===== src/rtl/spi_slave_if.sv =====
// SPI slave interface: synchronizes the asynchronous SPI pins into clk_in and shifts
// LEN-bit frames in both directions, with a one-entry transmit buffer.
module spi_slave_if #(
  parameter int LEN = 8
) (
  input  logic           clk_in,
  input  logic           rst_n,
  input  logic           sclk_i,
  input  logic           ss_n_i,
  input  logic           mosi_i,
  output logic           miso_o,
  output logic           miso_oe,
  input  logic           cpol,
  input  logic           cpha,
  input  logic           lsb,
  input  logic [LEN-1:0] tx_data,
  input  logic           tx_valid,
  output logic           tx_ready,
  output logic [LEN-1:0] rx_data,
  output logic           rx_valid,
  output logic           busy,
  output logic           udr
);

  localparam int CW = (LEN > 2) ? $clog2(LEN) : 1;

  typedef enum logic {IDLE, ACTIVE} state_t;

  state_t         state_q;
  logic [1:0]     sclkSync_q, ssSync_q, mosiSync_q, live_q;
  logic           sclkPrev_q, ssPrev_q, armed_q;
  logic [CW-1:0]  cnt_q;
  logic [LEN-1:0] txShift_q, rxShift_q, rxData_q, buf_q;
  logic           bufValid_q, miso_q, done_q, rxValid_q, udr_q;

  logic           isActive, sclkEdge, leadEdge, trailEdge, sampleEdge, driveEdge;
  logic           ssFall, ssRise, wordDone, loadShift, handshake;
  logic [LEN-1:0] loadWord_d, rxNext_d;

  always_comb begin
    isActive   = (state_q == ACTIVE);
    sclkEdge   = sclkSync_q[1] ^ sclkPrev_q;
    leadEdge   = sclkEdge & (sclkSync_q[1] != cpol);
    trailEdge  = sclkEdge & (sclkSync_q[1] == cpol);
    sampleEdge = isActive & (cpha ? trailEdge : leadEdge);
    driveEdge  = isActive & (cpha ? leadEdge : trailEdge);
    // The ss reset value of 1 is not a real observation, so a falling edge only
    // counts once ss_n has genuinely been seen high after reset.
    ssFall     = armed_q & ~ssSync_q[1] & ssPrev_q;
    ssRise     = ssSync_q[1] & ~ssPrev_q;
    wordDone   = sampleEdge & ~ssRise & (cnt_q == CW'(LEN - 1));
    loadShift  = ((state_q == IDLE) & ssFall) | wordDone;
    handshake  = tx_valid & ~bufValid_q;
    loadWord_d = bufValid_q ? buf_q : '0;
    rxNext_d   = lsb ? {mosiSync_q[1], rxShift_q[LEN-1:1]}
                     : {rxShift_q[LEN-2:0], mosiSync_q[1]};
  end

  always_ff @(posedge clk_in or negedge rst_n) begin
    if (!rst_n) begin
      state_q    <= IDLE;
      sclkSync_q <= 2'b00;
      ssSync_q   <= 2'b11;
      mosiSync_q <= 2'b00;
      live_q     <= 2'b00;
      sclkPrev_q <= 1'b0;
      ssPrev_q   <= 1'b1;
      armed_q    <= 1'b0;
      cnt_q      <= '0;
      txShift_q  <= '0;
      rxShift_q  <= '0;
      rxData_q   <= '0;
      buf_q      <= '0;
      bufValid_q <= 1'b0;
      miso_q     <= 1'b0;
      done_q     <= 1'b0;
      rxValid_q  <= 1'b0;
      udr_q      <= 1'b0;
    end else begin
      sclkSync_q <= {sclkSync_q[0], sclk_i};
      ssSync_q   <= {ssSync_q[0], ss_n_i};
      mosiSync_q <= {mosiSync_q[0], mosi_i};
      live_q     <= {live_q[0], 1'b1};
      sclkPrev_q <= sclkSync_q[1];
      ssPrev_q   <= ssSync_q[1];
      if (live_q[1] && ssSync_q[1]) armed_q <= 1'b1;

      done_q    <= wordDone;
      rxValid_q <= done_q;
      udr_q     <= loadShift & ~bufValid_q;

      // A handshake in the same cycle as a load refills the buffer after it drains.
      if (loadShift) bufValid_q <= 1'b0;
      if (handshake) begin
        buf_q      <= tx_data;
        bufValid_q <= 1'b1;
      end

      case (state_q)
        IDLE: begin
          if (ssFall) begin
            state_q <= ACTIVE;
            cnt_q   <= '0;
          end
        end
        ACTIVE: begin
          if (ssRise) begin
            state_q   <= IDLE;
            cnt_q     <= '0;
            txShift_q <= '0;
            rxShift_q <= '0;
            miso_q    <= 1'b0;
          end else if (sampleEdge) begin
            rxShift_q <= rxNext_d;
            if (cnt_q == CW'(LEN - 1)) begin
              cnt_q    <= '0;
              rxData_q <= rxNext_d;
            end else begin
              cnt_q <= cnt_q + CW'(1);
            end
          end else if (driveEdge && cnt_q != '0) begin
            if (lsb) begin
              txShift_q <= txShift_q >> 1;
              miso_q    <= txShift_q[1];
            end else begin
              txShift_q <= txShift_q << 1;
              miso_q    <= txShift_q[LEN-2];
            end
          end
        end
        default: state_q <= IDLE;
      endcase

      if (loadShift) begin
        txShift_q <= loadWord_d;
        miso_q    <= lsb ? loadWord_d[0] : loadWord_d[LEN-1];
      end
    end
  end

  assign busy     = (state_q == ACTIVE);
  assign miso_oe  = busy;
  assign miso_o   = miso_q & busy;
  assign tx_ready = ~bufValid_q;
  assign rx_data  = rxData_q;
  assign rx_valid = rxValid_q;
  assign udr      = udr_q;

endmodule


===== config.mk =====
export PLATFORM = sky130hd
export DESIGN_NAME = spi_slave_if
export DESIGN_NICKNAME = d
export VERILOG_FILES = /design/src/rtl/spi_slave_if.sv
export SDC_FILE = /design/constraint.sdc
export NUM_CORES = 1
export LEC_CHECK = 0
export ABC_AREA = 1
export BUFFER_PORTS_ARGS = -buffer_cell sky130_fd_sc_hd__buf_4
export CAP_MARGIN = 5
export CORE_MARGIN = 4
export CORE_UTILIZATION = 50
export DETAILED_ROUTE_END_ITERATION = 8
export HOLD_SLACK_MARGIN = 0.1
export PLACE_DENSITY = 0.8
export SYNTH_ARGS = -nofsm -noshare
export SYNTH_HDL_FRONTEND = slang
export SYNTH_SLANG_ARGS = --single-unit

===== constraint.sdc =====
create_clock -name clk_in -period 1.85 [get_ports clk_in]
set_input_delay 0.2775 -clock clk_in [delete_from_list [all_inputs] [get_ports clk_in]]
set_output_delay 0.2775 -clock clk_in [all_outputs]
set_load 0.01 [all_outputs]

# ---- Word-level counts from Yosys, hierarchy flattened
# Index checks and enable logic that the tools add are counted.
dict set report totals {
  inputBits 17
  ff_bits 52
  out_inout_bits 14
  word_cells 85
}
dict set report classes {
  bitwise 20
  n_addsub 1
  muxes 29
  n_reduce_logical 11
  n_eq_ne 6
}
# op n
set op_table {}
lappend op_table {{$mux 8} 10}
lappend op_table {{$and 1x1->1} 13}
lappend op_table {{$mux 1} 13}
lappend op_table {{$mux 3} 4}
lappend op_table {{$ne 3x1->1 const B} 2}
lappend op_table {{$pmux 3 s2} 1}
lappend op_table {{$reduce_bool 2->1} 3}
lappend op_table {{$reduce_bool 3->1} 2}
lappend op_table {{$not 1->1} 5}
lappend op_table {{$reduce_and 2->1} 2}
lappend op_table {{$reduce_and 4->1} 1}
lappend op_table {{$add 3x1->3 const B} 1}
lappend op_table {{$eq 3x3->1 const B} 1}
lappend op_table {{$reduce_and 3->1} 1}
lappend op_table {{$logic_and 1x1->1} 2}
lappend op_table {{$ne 2x2->1 const B} 1}
lappend op_table {{$pmux 1 s2} 1}
lappend op_table {{$eq 1x1->1} 1}
lappend op_table {{$ne 1x1->1} 1}
lappend op_table {{$or 1x1->1} 1}
lappend op_table {{$xor 1x1->1} 1}

# ---- Logic depth before layout (Yosys ltp)
# Gate-level depths: netlist of the first run.
dict set report logic_depth {
  word_depth 10
  ltp_mapped 11
  mapped_depth_nobuf 11
}

# ---- Least setup slack after synthesis of the first run
# No wires, ideal clock.
dict set report synth_path {
  kind {reg-to-reg}
  from {register cnt_q[0]}
  to {register miso_q}
  arrival_ns 1.456
  synth_period_minus_slack_ns 1.573
  n_path_buf 1
  required_ns 1.733
  setup_slack_ns 0.277
  stages_incl_launch_ff 12
  setup_ns 0.117
  cell_sequence {dfrtp_1 ha_1 ha_1 inv_1 nor2_4 nand4_4 nand2_2 buf_6 nand2_1 nand2_1 nand2_1 nand2_1}
}
dict set report synth_via {
  elab_chain_cells 5
  elab_cells_between_ends 10
  classes_between {2 x eq/ne; 1 x mux; 2 x bitwise; 5 x reduce/logical}
}
# item line
set synth_lines {}
lappend synth_lines {{start: declaration} 32} ;# logic [CW-1:0] cnt_q;
lappend synth_lines {{start signal: assignment} 119} ;# cnt_q <= cnt_q + CW'(1);
lappend synth_lines {{$eq 3x3->1} 51} ;# wordDone = sampleEdge & ~ssRise & (cnt_q == CW'(LEN - 1));
lappend synth_lines {{$and 1x1->1} 51}
lappend synth_lines {{$or 1x1->1} 52} ;# loadShift = ((state_q == IDLE) & ssFall) | wordDone;
lappend synth_lines {{$ne 3x1->1 (no source line) (tied with other cells)} -}
lappend synth_lines {{$reduce_and 3->1 (no source line)} -}
lappend synth_lines {{end signal: assignment} 124} ;# miso_q <= txShift_q[1];
lappend synth_lines {{end signal: assignment} 127} ;# miso_q <= txShift_q[LEN-2];
lappend synth_lines {{end signal: assignment} 136} ;# miso_q <= lsb ? loadWord_d[0] : loadWord_d[LEN-1];
lappend synth_lines {{end: declaration} 34} ;# logic bufValid_q, miso_q, done_q, rxValid_q, udr_q;
# Parallel ways exist; a longest one is shown, timed or not.
# A chain may end at the register's enable or synchronous reset.

# ---- Worst setup path after layout of the first run
dict set report layout_path {
  from {register ssPrev_q}
  to {register txShift_q[1]}
}
dict set report layout_via {
  elab_chain_cells 8
  elab_cells_between_ends 15
  classes_between {1 x eq/ne; 3 x mux; 8 x bitwise; 3 x reduce/logical}
}
# item line
set layout_lines {}
lappend layout_lines {{start: declaration} 31} ;# logic sclkPrev_q, ssPrev_q, armed_q;
lappend layout_lines {{start signal: assignment} 85} ;# ssPrev_q <= ssSync_q[1];
lappend layout_lines {{$not 1->1} 50} ;# ssRise = ssSync_q[1] & ~ssPrev_q;
lappend layout_lines {{$and 1x1->1} 50}
lappend layout_lines {{$not 1->1 (no source line)} -}
lappend layout_lines {{$and 1x1->1 (2 in series)} 51}
lappend layout_lines {{$or 1x1->1} 52}
lappend layout_lines {{$ne 3x1->1 (no source line) (tied with other cells)} -}
lappend layout_lines {{$reduce_and 3->1 (no source line)} -}
lappend layout_lines {{end signal: assignment} 123} ;# txShift_q <= txShift_q >> 1;
lappend layout_lines {{end signal: assignment} 126} ;# txShift_q <= txShift_q << 1;
lappend layout_lines {{end signal: assignment} 135} ;# txShift_q <= loadWord_d;
lappend layout_lines {{end: declaration} 33} ;# logic [LEN-1:0] txShift_q, rxShift_q, rxData_q, buf_q;
# Parallel ways exist; a longest one is shown, timed or not. The select of a mux whose other input is x is not followed.

==> flow_summary.toml, run 1 <==
[critical_path]
startpoint_type = "flip-flop"
crit_path_start = "ssPrev_q"
end_kind = "flip-flop"
crit_required_ps = 2040
crit_type = "reg -> reg"
crit_fanout = 10
cp.arrival_ps = 1850
timing.rr.start = "ssPrev_q"

[drt]
wire_per_inst_um = 12.2
drt_wl_total_mm = 4.63
via_per_inst = 5.06
antenna_left = 0
first_pass_iters = 4
drc = 0
first_iter_violations = 140
routed-via-count = 1918

[pwr]
combPwrFrac_pct = 26.3
irDropWorstVdd_mv = 0.629
powerDensity_nw_per_um2 = 1030
p_switching_mw = 0.927
p_leak_nw = 1.52
internal_power_mw = 1.97
pwr-share-seq_pct = 52.9
p_clk_share_pct = 20.8
switching_share_pct = 32.0

[synthesis]
netlist.area_leader.share_pct = 50.8
synth_area_leaders = "dfrtp_1, nand2_1, nand3_1"
syn-cell-area_um2 = 2420
synthCells = 287
async_flop_share_pct = 100
yosysUniqueCellTypes = 22
yosysMostFrequentCell = "nand2_1"
yosys.area.top_type = "dfrtp_1"
postSynthAreaPerCell_um2 = 8.42
ys_seq_elements = 52
synthFlopType = "dfrtp_1"
synth_common_cells = "nand2_1, dfrtp_1, nand3_1"
yosys_warnings = 0
synth_edf_count = 0
seq_area_frac_synth_pct = 54.0
syn_nets = 307

[placement]
place_hpwl_mm = 3.29
port-buffer-count = 30
placed_cell_area_um2 = 2690
globalplace.congestion = 0.870

[cts]
ctsResizeCount = 0
holdBufCountCts = 4
cts.sinks = 52
cts_tree = "done"
post_cts_buffers = 0
clk_pin_slew_ps = 80
cts_root_buf = "clkbuf_8"
cts_made_buffers = 5
clockBufferDepth = 2
h-tree-depth = 2
clk_latency_ps = 300

[floorplan]
io_pins = 31
die_h_um = 77.5
die_w_um = 77.5
num_rows = 25
start_util_pct = 51.5
die-area_um2 = 6010
core-area_um2 = 4690

[grt]
grt_pass1_wl_mm = 8.29
grt_max_degree = 53
grtUsageMet2_pct = 27.6
grt_use_met3_pct = 3.48
grt_pass1_vias = 1816
grt_busiest_layer = "met2"
globalRouteMet1Util_pct = 23.5
overflow = 0
grt_usage_pct = 17.1
grt_antenna_before_repair = 0

[sta]
min_period_ps = 1660
period_share_pct = 89.8
rsz0062_at_grt = "no"
drv_slew = 0
max_freq_mhz = 602
maxSlewHeadroom_pct = 57.8
tightest_slew_ps = 634
fin_tns_setup_ps = 0
finalSetupViolCount = 0
hold_viol = 0
clock_skew_ps = 7.59

[job]
max_cap_violations = 0

[finish]
drive_above_1_share_pct = 19.1
nNetsFinal = 344
finish.instance_area_um2 = 2810
area_growth_pct = 16.4
antenna_cells = 0

[min_path]
min_from = "tx_data[4]"
hp-class = "in -> reg"

[run_status]
status = "finished, final reports clean"
-- area by class of cell --
| type | count | area, um2 |
|---|---|---|
| Inverter | 31 | 116 |
| Fill cell | 441 | 1880 |
| Multi-Input combinational cell | 195 | 938 |
| Clock inverter | 1 | 5.00 |
| Clock buffer | 7 | 76.3 |
| Timing Repair Buffer | 39 | 303 |
| Tap cell | 54 | 67.6 |
| Sequential cell | 52 | 1310 |
-- layer usage --
metal	routed length (um)	vias up	share of wire (%)
li1	-	977	-
met1	2150	892	46
met2	2220	45	48
met3	208	4	4.5
met4	52	0	1.1
met5	0	-	0
-- worst max-delay path, cell delays in order, from the launching register on --
cell	delay, ps
dfstp_2	540
inv_2	30
nand2_2	160
nand2_2	120
nor2_4	130
nand4_4	90
nand2_2	120
inv_2	80
buf_4	160
nand3_1	90
nand2_1	50
-- state kept, by name, indices dropped and copies added, names as in the netlist, 2 cells and up --
register and flops:
ssSync_q 2, sclkSync_q 2, txShift_q 8, cnt_q 3, live_q 2, rxShift_q 8, buf_q 8, mosiSync_q 2
rx_data 8
-- placed cells by master (no fill, tap or decap), types with 5 or more instances in the layout --
master,count
nor2_1,6
mux2_2,8
inv_1,29
dfrtp_1,49
o21ai_0,21
clkbuf_8,5
nand3_1,33
nand2_2,5
nand2_1,110
buf_4,35
-- worst paths after layout --
path	end	slack, ps	cells after the start
max	txShift_q[1]	190	10
min	buf_q[4]	210	2
max reg2reg	txShift_q[1]	190	10
min reg2reg	live_q[1]	350	0
max in group asynchronous	buf_q[2]	880	2
min in group asynchronous	txShift_q[5]	530	2
-- metrics by stage --
step / hold WS (ps) / cells / util [%] / power, mW / setup WS [ps]
global placement: 333 / 367 / 57.3 / 2.29 / 230
floorplan: -18.1 / 287 / - / 2.08 / 277
finish: 212 / 379 / 59.9 / 2.90 / 188
detailed placement: 338 / 367 / 57.3 / 2.31 / 185
global route: 196 / 379 / 59.9 / 3.11 / 79.2
CTS: 209 / 379 / 59.9 / 2.92 / 169
-- power groups by stage --
stage               sequential, mW  clock (mW)  combinational [mW]
floorplan                     1.48           0               0.598
global placement              1.54           0               0.746
detailed placement            1.55           0               0.757
CTS                           1.53       0.624               0.766
global route                  1.57       0.676               0.869
finish                        1.53       0.604               0.762
-- kinds of logic after synthesis --
family,Yosys count,share of synthesized area [%]
multiplexers,8,3.73
AO/OA/AOI/OAI,26,5.64
AND/OR/NAND/NOR,157,27.8
adder cells (fa/ha/maj),3,1.55
flip-flops,52,54.0
buffers and inverters,40,7.15
other,1,0.155
Power figures use the tool's default switching activity.
==> run 2, diff against run 1 <==
--- a/config.mk
+++ b/config.mk
@@ -8,11 +8,13 @@
 export ABC_AREA = 1
 export BUFFER_PORTS_ARGS = -buffer_cell sky130_fd_sc_hd__buf_4
 export CAP_MARGIN = 5
+export CELL_PAD_IN_SITES_DETAIL_PLACEMENT = 0
+export CELL_PAD_IN_SITES_GLOBAL_PLACEMENT = 1
 export CORE_MARGIN = 4
-export CORE_UTILIZATION = 50
+export CORE_UTILIZATION = 43
 export DETAILED_ROUTE_END_ITERATION = 8
 export HOLD_SLACK_MARGIN = 0.1
-export PLACE_DENSITY = 0.8
+export PLACE_DENSITY = 0.89
 export SYNTH_ARGS = -nofsm -noshare
 export SYNTH_HDL_FRONTEND = slang
 export SYNTH_SLANG_ARGS = --single-unit
==> run 2 against run 1 <==
Compared with the run above: wire length up 2.1%; clock skew up 3.3 ps; core utilization down 7.6 points; count of clock-buffer cells in the layout down 1; cell count up 4.7%; combinational power about the same; sequential share of layout area down 0.83 points; die area up 15%.
==> flow_summary.toml, run 2 (synthesized netlist as in run 1, its figures left out) <==
[run_status]
status = "finished, final reports clean"

[cts]
clockBufferDepth = 2
cts_made_buffers = 5
ctsResizeCount = 0
cts_tree = "done"
holdBufCountCts = 4
post_cts_buffers = 0
cts.sinks = 52
clk_latency_ps = 300
cts_root_buf = "clkbuf_8"
clk_pin_slew_ps = 90
h-tree-depth = 2

[floorplan]
core-area_um2 = 5470
die_h_um = 83.0
num_rows = 27
die-area_um2 = 6880
io_pins = 31
start_util_pct = 44.1
die_w_um = 83.0

[drt]
first_iter_violations = 139
antenna_left = 0
drt_wl_total_mm = 4.73
wire_per_inst_um = 11.9
routed-via-count = 1916
via_per_inst = 4.83
drc = 0
first_pass_iters = 6

[finish]
nFillCells = 531
area_growth_pct = 18.5
post-route-util_pct = 52.3
nNetsFinal = 345
drive_above_1_share_pct = 19.4
antenna_cells = 0
final_cell_mix = "nand2_1, dfrtp_1, buf_4"
layout_commonest_cell = "nand2_1"

[sta]
rsz0062_at_grt = "no"
hold_viol = 0
fin_tns_setup_ps = 0
max_freq_mhz = 591
maxSlewHeadroom_pct = 57.8
period_share_pct = 91.5
fin_hold_ws_ps = 199
drv_slew = 0
clock_skew_ps = 10.9
finalSetupViolCount = 0
timing.final.ws_setup_ps = 158
tightest_slew_ps = 633
min_period_ps = 1690

[critical_path]
crit_fanout = 11
cp.arrival_ps = 1880
startpoint_type = "flip-flop"
end_kind = "flip-flop"
crit_required_ps = 2040
crit_type = "reg -> reg"

[pwr]
internal_power_mw = 2.11
p_leak_nw = 1.53
switching_share_pct = 30.5
p_switching_mw = 0.922
powerDensity_nw_per_um2 = 1060
irDropWorstVdd_mv = 0.619
p_clk_share_pct = 24.5
pwr-share-seq_pct = 50.3
combPwrFrac_pct = 25.2

[placement]
port-buffer-count = 30
place_hpwl_mm = 3.34
globalplace.congestion = 0.783
place_ws_ps = 195

[grt]
grt_antenna_before_repair = 0
grt_pass1_wl_mm = 8.54
grt_usage_pct = 14.8
overflow = 0
grt_max_degree = 53
grt_pass1_vias = 1840

[min_path]
hp-class = "in -> reg"

[job]
max_cap_violations = 0
## run 2: cell types whose count changed in the layout (fill, tap and decap cells not counted), sizes merged
cell,change
bufinv,+1
clkbuf,-1
clkinv,-1
buf,+1
## run 2: area by class of cell
type                    count  area (um2)  area share (%)
flip-flops and latches     52        1310            45.6
multi-input cells         195         938            32.8
well taps                  72        90.1            3.15
clock buffers               6        72.6            2.53
inverters                  31         116            4.06
clock inverters             1        30.0            1.05
repair buffers             40         310            10.8
## run 2: routing by layer
metal,global-route usage (%),vias to the layer above,routed length [um]
li1,-,975,-
met1,21.0,890,2320
met2,22.3,47,2100
met3,3.67,4,247
met4,4.90,0,64
met5,0,-,0
## run 2: worst paths after layout
| kind | from | endpoint | slack, ps | cells after the start |
|---|---|---|---|---|
| max | cnt_q[1] | miso_q | 160 | 10 |
| min | tx_data[6] | buf_q[6] | 200 | 2 |
| max reg2reg | cnt_q[1] | miso_q | 160 | 10 |
| min reg2reg | live_q[0] | live_q[1] | 350 | 0 |
| max in group asynchronous | rst_n | miso_q | 890 | 2 |
| min in group asynchronous | rst_n | txShift_q[2] | 540 | 2 |
## run 2: power by group through the flow
stage | clock, mW | sequential [mW] | combinational, mW
global placement | 0 | 1.54 | 0.749
global route | 0.821 | 1.56 | 0.880
detailed placement | 0 | 1.54 | 0.762
finish | 0.742 | 1.52 | 0.762
CTS | 0.770 | 1.53 | 0.769
floorplan | 0 | 1.48 | 0.598
## run 2: worst max-delay path: stages (launching register included)
cell and delay, ps:
dfrtp_1 420, ha_1 200, ha_1 170, inv_1 110, nor2_4 60, nand4_4 60
nand2_2 150, inv_2 100, nand2_2 130, nand2_1 120, nand2_1 50
## run 2: per-stage QoR
step | area (um2) | power [mW] | instances
after global placement | 2720 | 2.29 | 386
final | 2860 | 3.03 | 397
after detailed placement | 2720 | 2.31 | 386
after global routing | 2860 | 3.26 | 397
after CTS | 2860 | 3.06 | 397
after floorplan | 2420 | 2.08 | 287
==> run 3, diff against run 2 <==
==> config.mk (replaced) <==
export PLATFORM = sky130hd
export DESIGN_NAME = spi_slave_if
export DESIGN_NICKNAME = d
export VERILOG_FILES = /design/src/rtl/spi_slave_if.sv
export SDC_FILE = /design/constraint.sdc
export NUM_CORES = 1
export LEC_CHECK = 0
export BUFFER_PORTS_ARGS = -buffer_cell sky130_fd_sc_hd__buf_4
export CAP_MARGIN = 5
export CELL_PAD_IN_SITES_DETAIL_PLACEMENT = 0
export CELL_PAD_IN_SITES_GLOBAL_PLACEMENT = 1
export CORE_MARGIN = 4
export CORE_UTILIZATION = 45
export DETAILED_ROUTE_END_ITERATION = 8
export HOLD_SLACK_MARGIN = 0.1
export PLACE_DENSITY = 0.87
export SYNTH_ARGS = -nofsm -noshare
export SYNTH_HDL_FRONTEND = slang
export SYNTH_SLANG_ARGS = --single-unit
==> run 3 against run 2 <==
Compared with the run above: cell area is 3.2% lower; cell count is 27% lower; flip-flop and latch count stayed put; critical path type unchanged.
==> flow_summary.toml, run 3 <==
[cts]
cts_root_buf = "clkbuf_8"
h-tree-depth = 2
cts_made_buffers = 5
cts_tree = "done"
clk_latency_ps = 300
clk_pin_slew_ps = 100
cts.sinks = 52
clockBufferDepth = 2

[synthesis]
syn-cell-area_um2 = 2270
yosys.area.top_type = "dfrtp_1"
yosysMostFrequentCell = "dfrtp_1"
synth_common_cells = "dfrtp_1, nand2_1, mux2_2"
async_flop_share_pct = 100
synthCells = 182
synth_edf_count = 0
synthFlopType = "dfrtp_1"
netlist.area_leader.share_pct = 54.1
yosysUniqueCellTypes = 34
yosys_warnings = 0
postSynthAreaPerCell_um2 = 12.5
seq_area_frac_synth_pct = 57.6
synth_area_leaders = "dfrtp_1, mux2_2, mux2i_1"
syn_nets = 202
ys_seq_elements = 52

[floorplan]
num_rows = 25
core-area_um2 = 4820
io_pins = 31
start_util_pct = 47.1
die-area_um2 = 6240
die_w_um = 79.0
die_h_um = 79.0

[drt]
wire_per_inst_um = 14.2
routed-via-count = 1424
drt_wl_total_mm = 4.11
first_pass_iters = 4
drc = 0
via_per_inst = 4.93
first_iter_violations = 56
antenna_left = 0

[finish]
antenna_cells = 0
layout_commonest_cell = "dfrtp_1"
area_growth_pct = 22.2
drive_above_1_share_pct = 34.7
post-route-util_pct = 57.5
finalNonFillerCells = 289
final_cell_mix = "dfrtp_1, buf_4, nand2_1"
nNetsFinal = 241

[pwr]
powerDensity_nw_per_um2 = 1120
combPwrFrac_pct = 24.6
p_clk_share_pct = 26.1
pwr-share-seq_pct = 49.3
irDropWorstVdd_mv = 0.442
internal_power_mw = 2.24
p_leak_nw = 1.35
switching_share_pct = 28.2
p_switching_mw = 0.878

[grt]
overflow = 0
grt_antenna_before_repair = 0
grt_pass1_vias = 1554
grt_max_degree = 53
grt_pass1_wl_mm = 7.38
grt_usage_pct = 15.0

[sta]
period_share_pct = 92.6
hold_viol = 0
tightest_slew_ps = 647
drv_slew = 0
min_period_ps = 1710
timing.final.ws_setup_ps = 137
finalSetupViolCount = 0
max_freq_mhz = 584
clock_skew_ps = 10.3
maxSlewHeadroom_pct = 56.9
rsz0062_at_grt = "no"

[min_path]
hp-class = "in -> reg"

[placement]
globalplace.congestion = 0.776
port-buffer-count = 30
place_hpwl_mm = 2.84
place_inst = 276
place_ws_ps = -107

[critical_path]
path_cells = "inv_1 > ha_1 > nor2b_1 > nor3b_2 > o31ai_4 > buf_12 > a22oi_1 > mux2i_1"
crit_type = "reg -> reg"
crit_buf_inv = 2
crit_required_ps = 2040
cpPeakStageDelay_ps = 370
slowest_stage = "dfrtp_1"
cp.arrival_ps = 1910
path_delay_family = "simple AND/OR/NAND/NOR gates"
crit_fanout = 9
end_kind = "flip-flop"
startpoint_type = "flip-flop"

[run_status]
status = "finished, final reports clean"

[job]
max_cap_violations = 0
run 3: kinds of logic after synthesis:
logic type / after synthesis / share of synthesized area (%)
AO/OA/AOI/OAI: 30 / 9.00
XOR/XNOR: 1 / 0.718
adder cells (fa/ha/maj): 3 / 1.66
buffers and inverters: 14 / 3.04
flip-flops: 52 / 57.6
multiplexers: 36 / 17.5
other: 1 / 0.165
AND/OR/NAND/NOR: 45 / 10.3
run 3: cell type report:
type                       instances  area [um2]
fill                             435        2050
clock buffer                       6        82.6
multi-input combinational        116         912
tap                               67        83.8
clock inverter                     2        38.8
inverter                           5        18.8
timing repair buffer              41         330
sequential                        52        1310
run 3: final timing paths:
| check | startpoint | to | slack [ps] | depth (start not counted) |
|---|---|---|---|---|
| min in group asynchronous | rst_n | buf_q[3] | 530 | 2 |
| worst max register to register | cnt_q[0] | txShift_q[4] | 140 | 8 |
| worst max-delay path | cnt_q[0] | txShift_q[4] | 140 | 8 |
| max in group asynchronous | rst_n | rxShift_q[2] | 870 | 2 |
| worst min register to register | done_q | rx_valid | 360 | 0 |
| worst min-delay path | tx_data[6] | buf_q[6] | 200 | 2 |
run 3: layer usage:
layer	track usage, %	share of wire [%]	vias up
met2	24.1	48	21
met5	0	0	-
li1	-	-	709
met1	20.3	47	689
met4	4.12	1.0	0
met3	3.74	3.7	5
run 3: worst register-to-register path, stage by stage, from the launching register on:
cell and delay, ps:
dfrtp_1 370, inv_1 60, ha_1 180, nor2b_1 150, nor3b_2 290, o31ai_4 110
buf_12 150, a22oi_1 190, mux2i_1 100
run 3: through the flow:
stage	power [mW]	hold WS, ps	cell area (um2)	setup TNS (ps)
global route	3.32	185	2770	0
floorplan	2.06	-18.1	2270	0
CTS	3.14	189	2750	0
finish	3.11	199	2770	0
global placement	2.28	333	2570	0
detailed placement	2.31	339	2570	-574
run 3: power groups by stage:
stage	combinational [mW]	clock [mW]	sequential (mW)
after floorplan	0.552	0	1.50
after global placement	0.734	0	1.54
after detailed placement	0.751	0	1.56
after CTS	0.766	0.836	1.53
after global routing	0.865	0.884	1.58
final	0.767	0.811	1.54
run 3: what timing repair did:
| item | in CTS | in global routing |
|---|---|---|
| gates resized for setup | 2 | 1 |
| endpoints found under the hold margin | 52 | 0 |
| setup endpoints to repair | 9 | 9 |
| setup buffers | 0 | 1 |
| hold buffers | 4 | 0 |
| pin swaps | 0 | 1 |
